`config.mk`:
```
export PLATFORM = sky130hd
export DESIGN_NAME = enigma_rotor_engine
export DESIGN_NICKNAME = d
export VERILOG_FILES = /design/src/rtl/enigma_rotor_engine.sv
export SDC_FILE = /design/constraint.sdc
export NUM_CORES = 1
export LEC_CHECK = 0
export ABC_AREA = 1
export CORE_MARGIN = 1
export CORE_UTILIZATION = 55
export CTS_BUF_LIST = sky130_fd_sc_hd__clkbuf_8
export DETAILED_ROUTE_END_ITERATION = 16
export PLACE_DENSITY = 0.73
export SYNTH_ARGS = -nofsm -noshare
export SYNTH_HDL_FRONTEND = slang
export SYNTH_SLANG_ARGS = --single-unit
```
`constraint.sdc`:
```
create_clock -name clk -period 14.2 [get_ports clk]
set_input_delay 3.55 -clock clk [delete_from_list [all_inputs] [get_ports clk]]
set_output_delay 3.55 -clock clk [all_outputs]
set_load 0.005 [all_outputs]
```
`src/rtl/enigma_rotor_engine.sv`:
```
// Streaming rotor cipher: capital letters pass through NUM_ROTORS stepping affine rotors, a fixed
// XOR-1 reflector and back; other characters are echoed. Optional plugboard: ENIGMA_PLUGBOARD_EN.
module enigma_rotor_engine #(
  parameter int NUM_ROTORS = 3,
  parameter int CHAR_W     = 8
) (
  input  logic                    clk,
  input  logic                    rst_n,
  input  logic                    in_valid,
  output logic                    in_ready,
  input  logic [CHAR_W-1:0]       in_data,
  output logic                    out_valid,
  input  logic                    out_ready,
  output logic [CHAR_W-1:0]       out_data,
  input  logic                    load_en,
  input  logic [5*NUM_ROTORS-1:0] load_pos,
`ifdef ENIGMA_PLUGBOARD_EN
  input  logic [9:0]              load_plug,
`endif
  output logic [5*NUM_ROTORS-1:0] rotor_pos
);

  typedef enum logic [2:0] {
    S_IDLE,
    S_FWD,
    S_REFL,
    S_BWD,
    S_DONE
`ifdef ENIGMA_PLUGBOARD_EN
    , S_PLUG_IN
    , S_PLUG_OUT
`endif
  } state_t;

  localparam int ROT_M [4] = '{3, 5, 7, 11};
  localparam int ROT_A [4] = '{1, 7, 12, 20};
  localparam int ROT_I [4] = '{9, 21, 15, 19};
  localparam logic [1:0] LAST_IDX = 2'(NUM_ROTORS - 1);

  function automatic logic [4:0] add26(input logic [4:0] a, input logic [4:0] b);
    logic [5:0] s;
    s = {1'b0, a} + {1'b0, b};
    if (s >= 6'd26) s = s - 6'd26;
    return s[4:0];
  endfunction

  // Operands are always 0..25, so a+26-b stays within six bits.
  function automatic logic [4:0] sub26(input logic [4:0] a, input logic [4:0] b);
    logic [5:0] s;
    s = {1'b0, a} + 6'd26 - {1'b0, b};
    if (s >= 6'd26) s = s - 6'd26;
    return s[4:0];
  endfunction

  function automatic logic [4:0] affine26(input logic [4:0] y, input int m, input int a);
    int t;
    t = m * int'(y) + a;
    return 5'(t % 26);
  endfunction

  function automatic logic [4:0] fold26(input logic [4:0] v);
    return (v >= 5'd26) ? v - 5'd26 : v;
  endfunction

  state_t            state_q, state_d;
  logic [1:0]        idx_q, idx_d;
  logic [4:0]        x_q, x_d;
  logic [4:0]        pos_q [NUM_ROTORS];
  logic [4:0]        pos_d [NUM_ROTORS];
  logic [4:0]        step_pos [NUM_ROTORS];
  logic              out_valid_q, out_valid_d;
  logic [CHAR_W-1:0] out_data_q, out_data_d;
  logic              rdy_en_q, rdy_en_d;
  logic [4:0]        fwd_x [NUM_ROTORS];
  logic [4:0]        bwd_x [NUM_ROTORS];
  logic [4:0]        fwd_sel, bwd_sel;
  logic              is_letter;
  logic [4:0]        in_idx;
  logic              accept;
`ifdef ENIGMA_PLUGBOARD_EN
  logic [4:0]        plug_a_q, plug_a_d;
  logic [4:0]        plug_b_q, plug_b_d;

  function automatic logic [4:0] plug_swap(input logic [4:0] v, input logic [4:0] a,
                                           input logic [4:0] b);
    if (v == a) return b;
    if (v == b) return a;
    return v;
  endfunction
`endif

  // Both directions share y = (x + p) mod 26; only the wiring differs.
  for (genvar gi = 0; gi < NUM_ROTORS; gi++) begin : g_rotor
    logic [4:0] y;
    assign y          = add26(x_q, pos_q[gi]);
    assign fwd_x[gi]  = sub26(affine26(y, ROT_M[gi], ROT_A[gi]), pos_q[gi]);
    assign bwd_x[gi]  = sub26(affine26(sub26(y, 5'(ROT_A[gi])), ROT_I[gi], 0), pos_q[gi]);
    assign rotor_pos[5*gi +: 5] = pos_q[gi];
  end

  always_comb begin
    fwd_sel = fwd_x[0];
    bwd_sel = bwd_x[0];
    for (int k = 0; k < NUM_ROTORS; k++) begin
      if (idx_q == 2'(k)) begin
        fwd_sel = fwd_x[k];
        bwd_sel = bwd_x[k];
      end
    end
  end

  // Odometer stepping: each rotor advances only when its lower neighbour wraps.
  always_comb begin
    logic carry;
    carry = 1'b1;
    for (int k = 0; k < NUM_ROTORS; k++) begin
      step_pos[k] = pos_q[k];
      if (carry) begin
        if (pos_q[k] == 5'd25) begin
          step_pos[k] = 5'd0;
        end else begin
          step_pos[k] = pos_q[k] + 5'd1;
          carry       = 1'b0;
        end
      end
    end
  end

  assign is_letter = (in_data >= CHAR_W'(8'h41)) && (in_data <= CHAR_W'(8'h5A));
  assign in_idx    = 5'(in_data - CHAR_W'(8'h41));
  assign in_ready  = rdy_en_q && (state_q == S_IDLE) && !load_en;
  assign accept    = in_valid && in_ready;
  assign out_valid = out_valid_q;
  assign out_data  = out_data_q;

  always_comb begin
    state_d     = state_q;
    idx_d       = idx_q;
    x_d         = x_q;
    pos_d       = pos_q;
    out_valid_d = out_valid_q;
    out_data_d  = out_data_q;
    rdy_en_d    = 1'b1;
`ifdef ENIGMA_PLUGBOARD_EN
    plug_a_d    = plug_a_q;
    plug_b_d    = plug_b_q;
`endif
    case (state_q)
      S_IDLE: begin
        if (load_en) begin
          for (int k = 0; k < NUM_ROTORS; k++) pos_d[k] = fold26(load_pos[5*k +: 5]);
`ifdef ENIGMA_PLUGBOARD_EN
          plug_a_d = fold26(load_plug[4:0]);
          plug_b_d = fold26(load_plug[9:5]);
`endif
        end else if (accept) begin
          if (is_letter) begin
            pos_d = step_pos;
            x_d   = in_idx;
            idx_d = 2'd0;
`ifdef ENIGMA_PLUGBOARD_EN
            state_d = S_PLUG_IN;
`else
            state_d = S_FWD;
`endif
          end else begin
            out_data_d  = in_data;
            out_valid_d = 1'b1;
            state_d     = S_DONE;
          end
        end
      end
`ifdef ENIGMA_PLUGBOARD_EN
      S_PLUG_IN: begin
        x_d     = plug_swap(x_q, plug_a_q, plug_b_q);
        state_d = S_FWD;
      end
`endif
      S_FWD: begin
        x_d = fwd_sel;
        if (idx_q == LAST_IDX) state_d = S_REFL;
        else                   idx_d   = idx_q + 2'd1;
      end
      S_REFL: begin
        x_d     = x_q ^ 5'd1;
        idx_d   = LAST_IDX;
        state_d = S_BWD;
      end
      S_BWD: begin
        x_d = bwd_sel;
        if (idx_q == 2'd0) begin
`ifdef ENIGMA_PLUGBOARD_EN
          state_d = S_PLUG_OUT;
`else
          out_data_d  = CHAR_W'(bwd_sel) + CHAR_W'(8'h41);
          out_valid_d = 1'b1;
          state_d     = S_DONE;
`endif
        end else begin
          idx_d = idx_q - 2'd1;
        end
      end
`ifdef ENIGMA_PLUGBOARD_EN
      S_PLUG_OUT: begin
        x_d         = plug_swap(x_q, plug_a_q, plug_b_q);
        out_data_d  = CHAR_W'(plug_swap(x_q, plug_a_q, plug_b_q)) + CHAR_W'(8'h41);
        out_valid_d = 1'b1;
        state_d     = S_DONE;
      end
`endif
      S_DONE: begin
        if (out_ready) begin
          out_valid_d = 1'b0;
          state_d     = S_IDLE;
        end
      end
      default: state_d = S_IDLE;
    endcase
  end

  always_ff @(posedge clk or negedge rst_n) begin
    if (!rst_n) begin
      state_q     <= S_IDLE;
      idx_q       <= 2'd0;
      x_q         <= 5'd0;
      out_valid_q <= 1'b0;
      out_data_q  <= '0;
      rdy_en_q    <= 1'b0;
      for (int k = 0; k < NUM_ROTORS; k++) pos_q[k] <= 5'd0;
`ifdef ENIGMA_PLUGBOARD_EN
      plug_a_q    <= 5'd0;
      plug_b_q    <= 5'd0;
`endif
    end else begin
      state_q     <= state_d;
      idx_q       <= idx_d;
      x_q         <= x_d;
      out_valid_q <= out_valid_d;
      out_data_q  <= out_data_d;
      rdy_en_q    <= rdy_en_d;
      pos_q       <= pos_d;
`ifdef ENIGMA_PLUGBOARD_EN
      plug_a_q    <= plug_a_d;
      plug_b_q    <= plug_b_d;
`endif
    end
  end

endmodule
```
==> results.sh <==
export IMPL_syn_nets=1881
export IMPL_cpMostUsedCell="nand2_1"
export IMPL_clock_latency_ns=0.30
export IMPL_dpl_hpwl_mm=20.0
export IMPL_clkTransAtPathRegs_ns=0.09
export IMPL_final_min_clock_period_ns=12.09
export IMPL_ys_async_sr_fraction_pct=100
export IMPL_crit_path_start_kind="register"
export IMPL_synth_area_leader_cell="ha_1"
export IMPL_fin_skew_ns=0.0156
export IMPL_wl_per_cell_microns=12.0
export IMPL_tightest_slew_ns=1.08
export IMPL_fin_setup_tns_ns=0
export IMPL_synth_flop_cell="dfrtp_1"
export IMPL_vias=10200
export IMPL_r2r_end="out_data[3]"
export IMPL_synth_cells=1658
export IMPL_synthTopCellsByArea="ha_1, nand2_1, inv_1"
export IMPL_grt_max_degree=36
export IMPL_r2r_cells=65
export IMPL_r2r_slack_ns=2.11
export IMPL_final_antenna_net_count=0
export IMPL_whs_path_depth=2
export IMPL_grt_use_total_pct=24.4
export IMPL_synthToLayoutAreaGrowth_pct=8.54
export IMPL_initial_utilization_pct=56.8
export IMPL_drt_initial_drc_count=447
export IMPL_crit_type="register to register"
export IMPL_placed_area_sq_um=11600
export IMPL_drv_slew=0
export IMPL_grt_pass1_wl_mm=41.2
export IMPL_cts_buffers_inserted=5
export IMPL_drive_gt1_share_pct=9.25
export IMPL_hold_buffers=0
export IMPL_synth_edff_count=0
export IMPL_cp_data_arrival_time_ns=12.32
export IMPL_io_buffer_count=52
export IMPL_ys_seq_area_share_pct=8.13
export IMPL_yosys_area_share_xor_xnor_pct=8.88
export IMPL_drc_errors=0
export IMPL_dieArea_sq_um=20100
export IMPL_globalRouteOverflowTotal=0
export IMPL_netlist_area_sq_um=10800
export IMPL_finalWirelength_mm=23.6
export IMPL_crit_path_max_fanout=9
export IMPL_clockBufferDepth=2
export IMPL_first_pass_iters=5
export IMPL_worstPathRequired_ns=14.43
export IMPL_rsz0062_at_grt="no"
export IMPL_nets=1931
export IMPL_cts_tree="built"
export IMPL_fin_crit_sh_pct=85.1
export IMPL_critPathMaxStageDelay_ns=0.55
export IMPL_synth_adder_area_share_pct=24.3
export IMPL_slowest_stage="o21ai_0"
export IMPL_routed_via_density=5.16
export IMPL_core_area_sq_um=19000
export IMPL_grt_pass1_vias=9534
export IMPL_fp_dieH_microns=142
export IMPL_diodes=0
export IMPL_hold_end="out_data[0]"
export IMPL_final_cell_area_sq_um=11700
export IMPL_clock_sinks=35
export IMPL_synth_top_area_share_pct=19.9
export IMPL_fmax_mhz=82.7
export IMPL_post_cts_setup_buffer_count=0
export IMPL_synthDistinctLibCells=62
export IMPL_synth_compound_area_share_pct=13.3
export IMPL_ys_warn_count=0
export IMPL_core_rowCount=50
export IMPL_hold_viol=0
export IMPL_hp_class="register to register"
export IMPL_r2r_start="rotor_pos[10]"
export IMPL_ys_ff_latch=35
export IMPL_root_buffer="clkbuf_8"
export IMPL_antenna_found_initial=0
export IMPL_ios=53
export IMPL_cp_end_kind="register"
export IMPL_synth_top_family_by_area="simple AND/OR/NAND/NOR gates"
export IMPL_synth_most_common_cell="nand2_1"
export IMPL_place_congestion=0.868
export IMPL_outcome="finished clean"
export IMPL_cts_repair_resized=0
export IMPL_hp_start="out_data[0]"
export IMPL_ctsHtreeMaxLevel=2
export IMPL_synth_simple_area_share_pct=33.4
export IMPL_synth_commonest_cells="nand2_1, inv_1, ha_1, nand3_1, o21ai_0"
export IMPL_die_x_microns=142
export IMPL_syn_area_per_cell_sq_um=6.50
export IMPL_synth_mux_area_share_pct=0.209
export IMPL_max_cap_violations=0
export IMPL_slew_headroom_pct=28.3
export IMPL_setup_viol_count_final=0
-- cell type report --
class	instances	area (sq um)
timing repair buffer	52	515
inverter	327	1230
multi-input combinational	1287	8630
fill	1832	7270
sequential	35	876
clock inverter	3	46.3
clock buffer	5	68.8
tap	260	325
-- critical path: cells and delay by family, from the launching register on --
family          cells  cell delay (ns)
fa+ha+maj          10             3.58
simple gates       29             3.13
compound gates     12             2.80
xor+xnor            6             1.12
buf+inv             8             0.82
flops               1             0.49
-- kinds of logic after synthesis --
| kind of cell | count (synthesis) |
|---|---|
| simple gates | 746 |
| buf+inv | 336 |
| compound gates | 242 |
| fa+ha+maj | 195 |
| xor+xnor | 101 |
| flops | 35 |
| mux | 2 |
| other cells | 1 |
-- metal layers --
layer	vias up	GRT usage (%)	wire length [microns]
met4	0	6.45	501
met3	29	1.51	704
met2	157	44.8	11100
met1	4534	30.7	11300
li1	5446	-	-
met5	-	0	0
-- flip-flops by register name, indices dropped and copies added (netlist names) --
name	count
rotor_pos	15
state_q	3
out_data	8
out_valid	1
x_q	5
idx_q	2
rdy_en_q	1
-- placed cells by master, fill, tap and decap left out, types with 3 or more instances in the layout --
cell	count
nand4_1	32
inv_2	16
xor2_1	67
xor2_2	4
nor2_4	7
clkdlybuf4s50_1	51
o211ai_1	15
o22ai_1	3
o31ai_1	6
nand2_4	12
nor3_1	14
clkbuf_8	5
nand2_1	384
nand3_4	3
or2_2	7
dfrtp_1	35
nand3b_1	12
a21oi_2	3
xnor2_1	26
nor2_1	85
o21ai_0	99
inv_1	311
nand3_2	19
nor2_2	17
a31oi_1	6
a211oi_1	4
or2_1	4
xnor2_2	3
nand3_1	99
a21oi_1	70
nand2_2	42
o21ai_1	7
o2111ai_1	4
fa_1	24
o21ai_2	3
ha_1	171
-- per-stage QoR --
step / util (%) / setup WS, ns / instances / hold slack (ns)
after floorplan: - / 3.40 / 1658 / 0.473
after global placement: 61.1 / 2.77 / 1961 / 0.466
after detailed placement: 61.1 / 2.16 / 1961 / 0.486
after CTS: 61.7 / 2.15 / 1969 / 0.509
after global routing: 61.7 / 0.754 / 1969 / 0.520
final: 61.7 / 2.11 / 1969 / 0.505
-- worst max-delay path by stage --
stage,slack (ns),to,start
2_1_floorplan,3.40,out_data[4],rotor_pos[10]
3_3_place_gp,2.77,out_data[4],rotor_pos[10]
3_5_place_dp,2.16,out_data[4],rotor_pos[10]
4_1_cts,2.15,out_data[4],rotor_pos[10]
5_1_grt,0.75,out_data[4],rotor_pos[10]
6_report,2.11,out_data[3],rotor_pos[10]
Power is not shown: default switching activity piles up to over one toggle a cycle in this logic, so the estimate is an artifact.
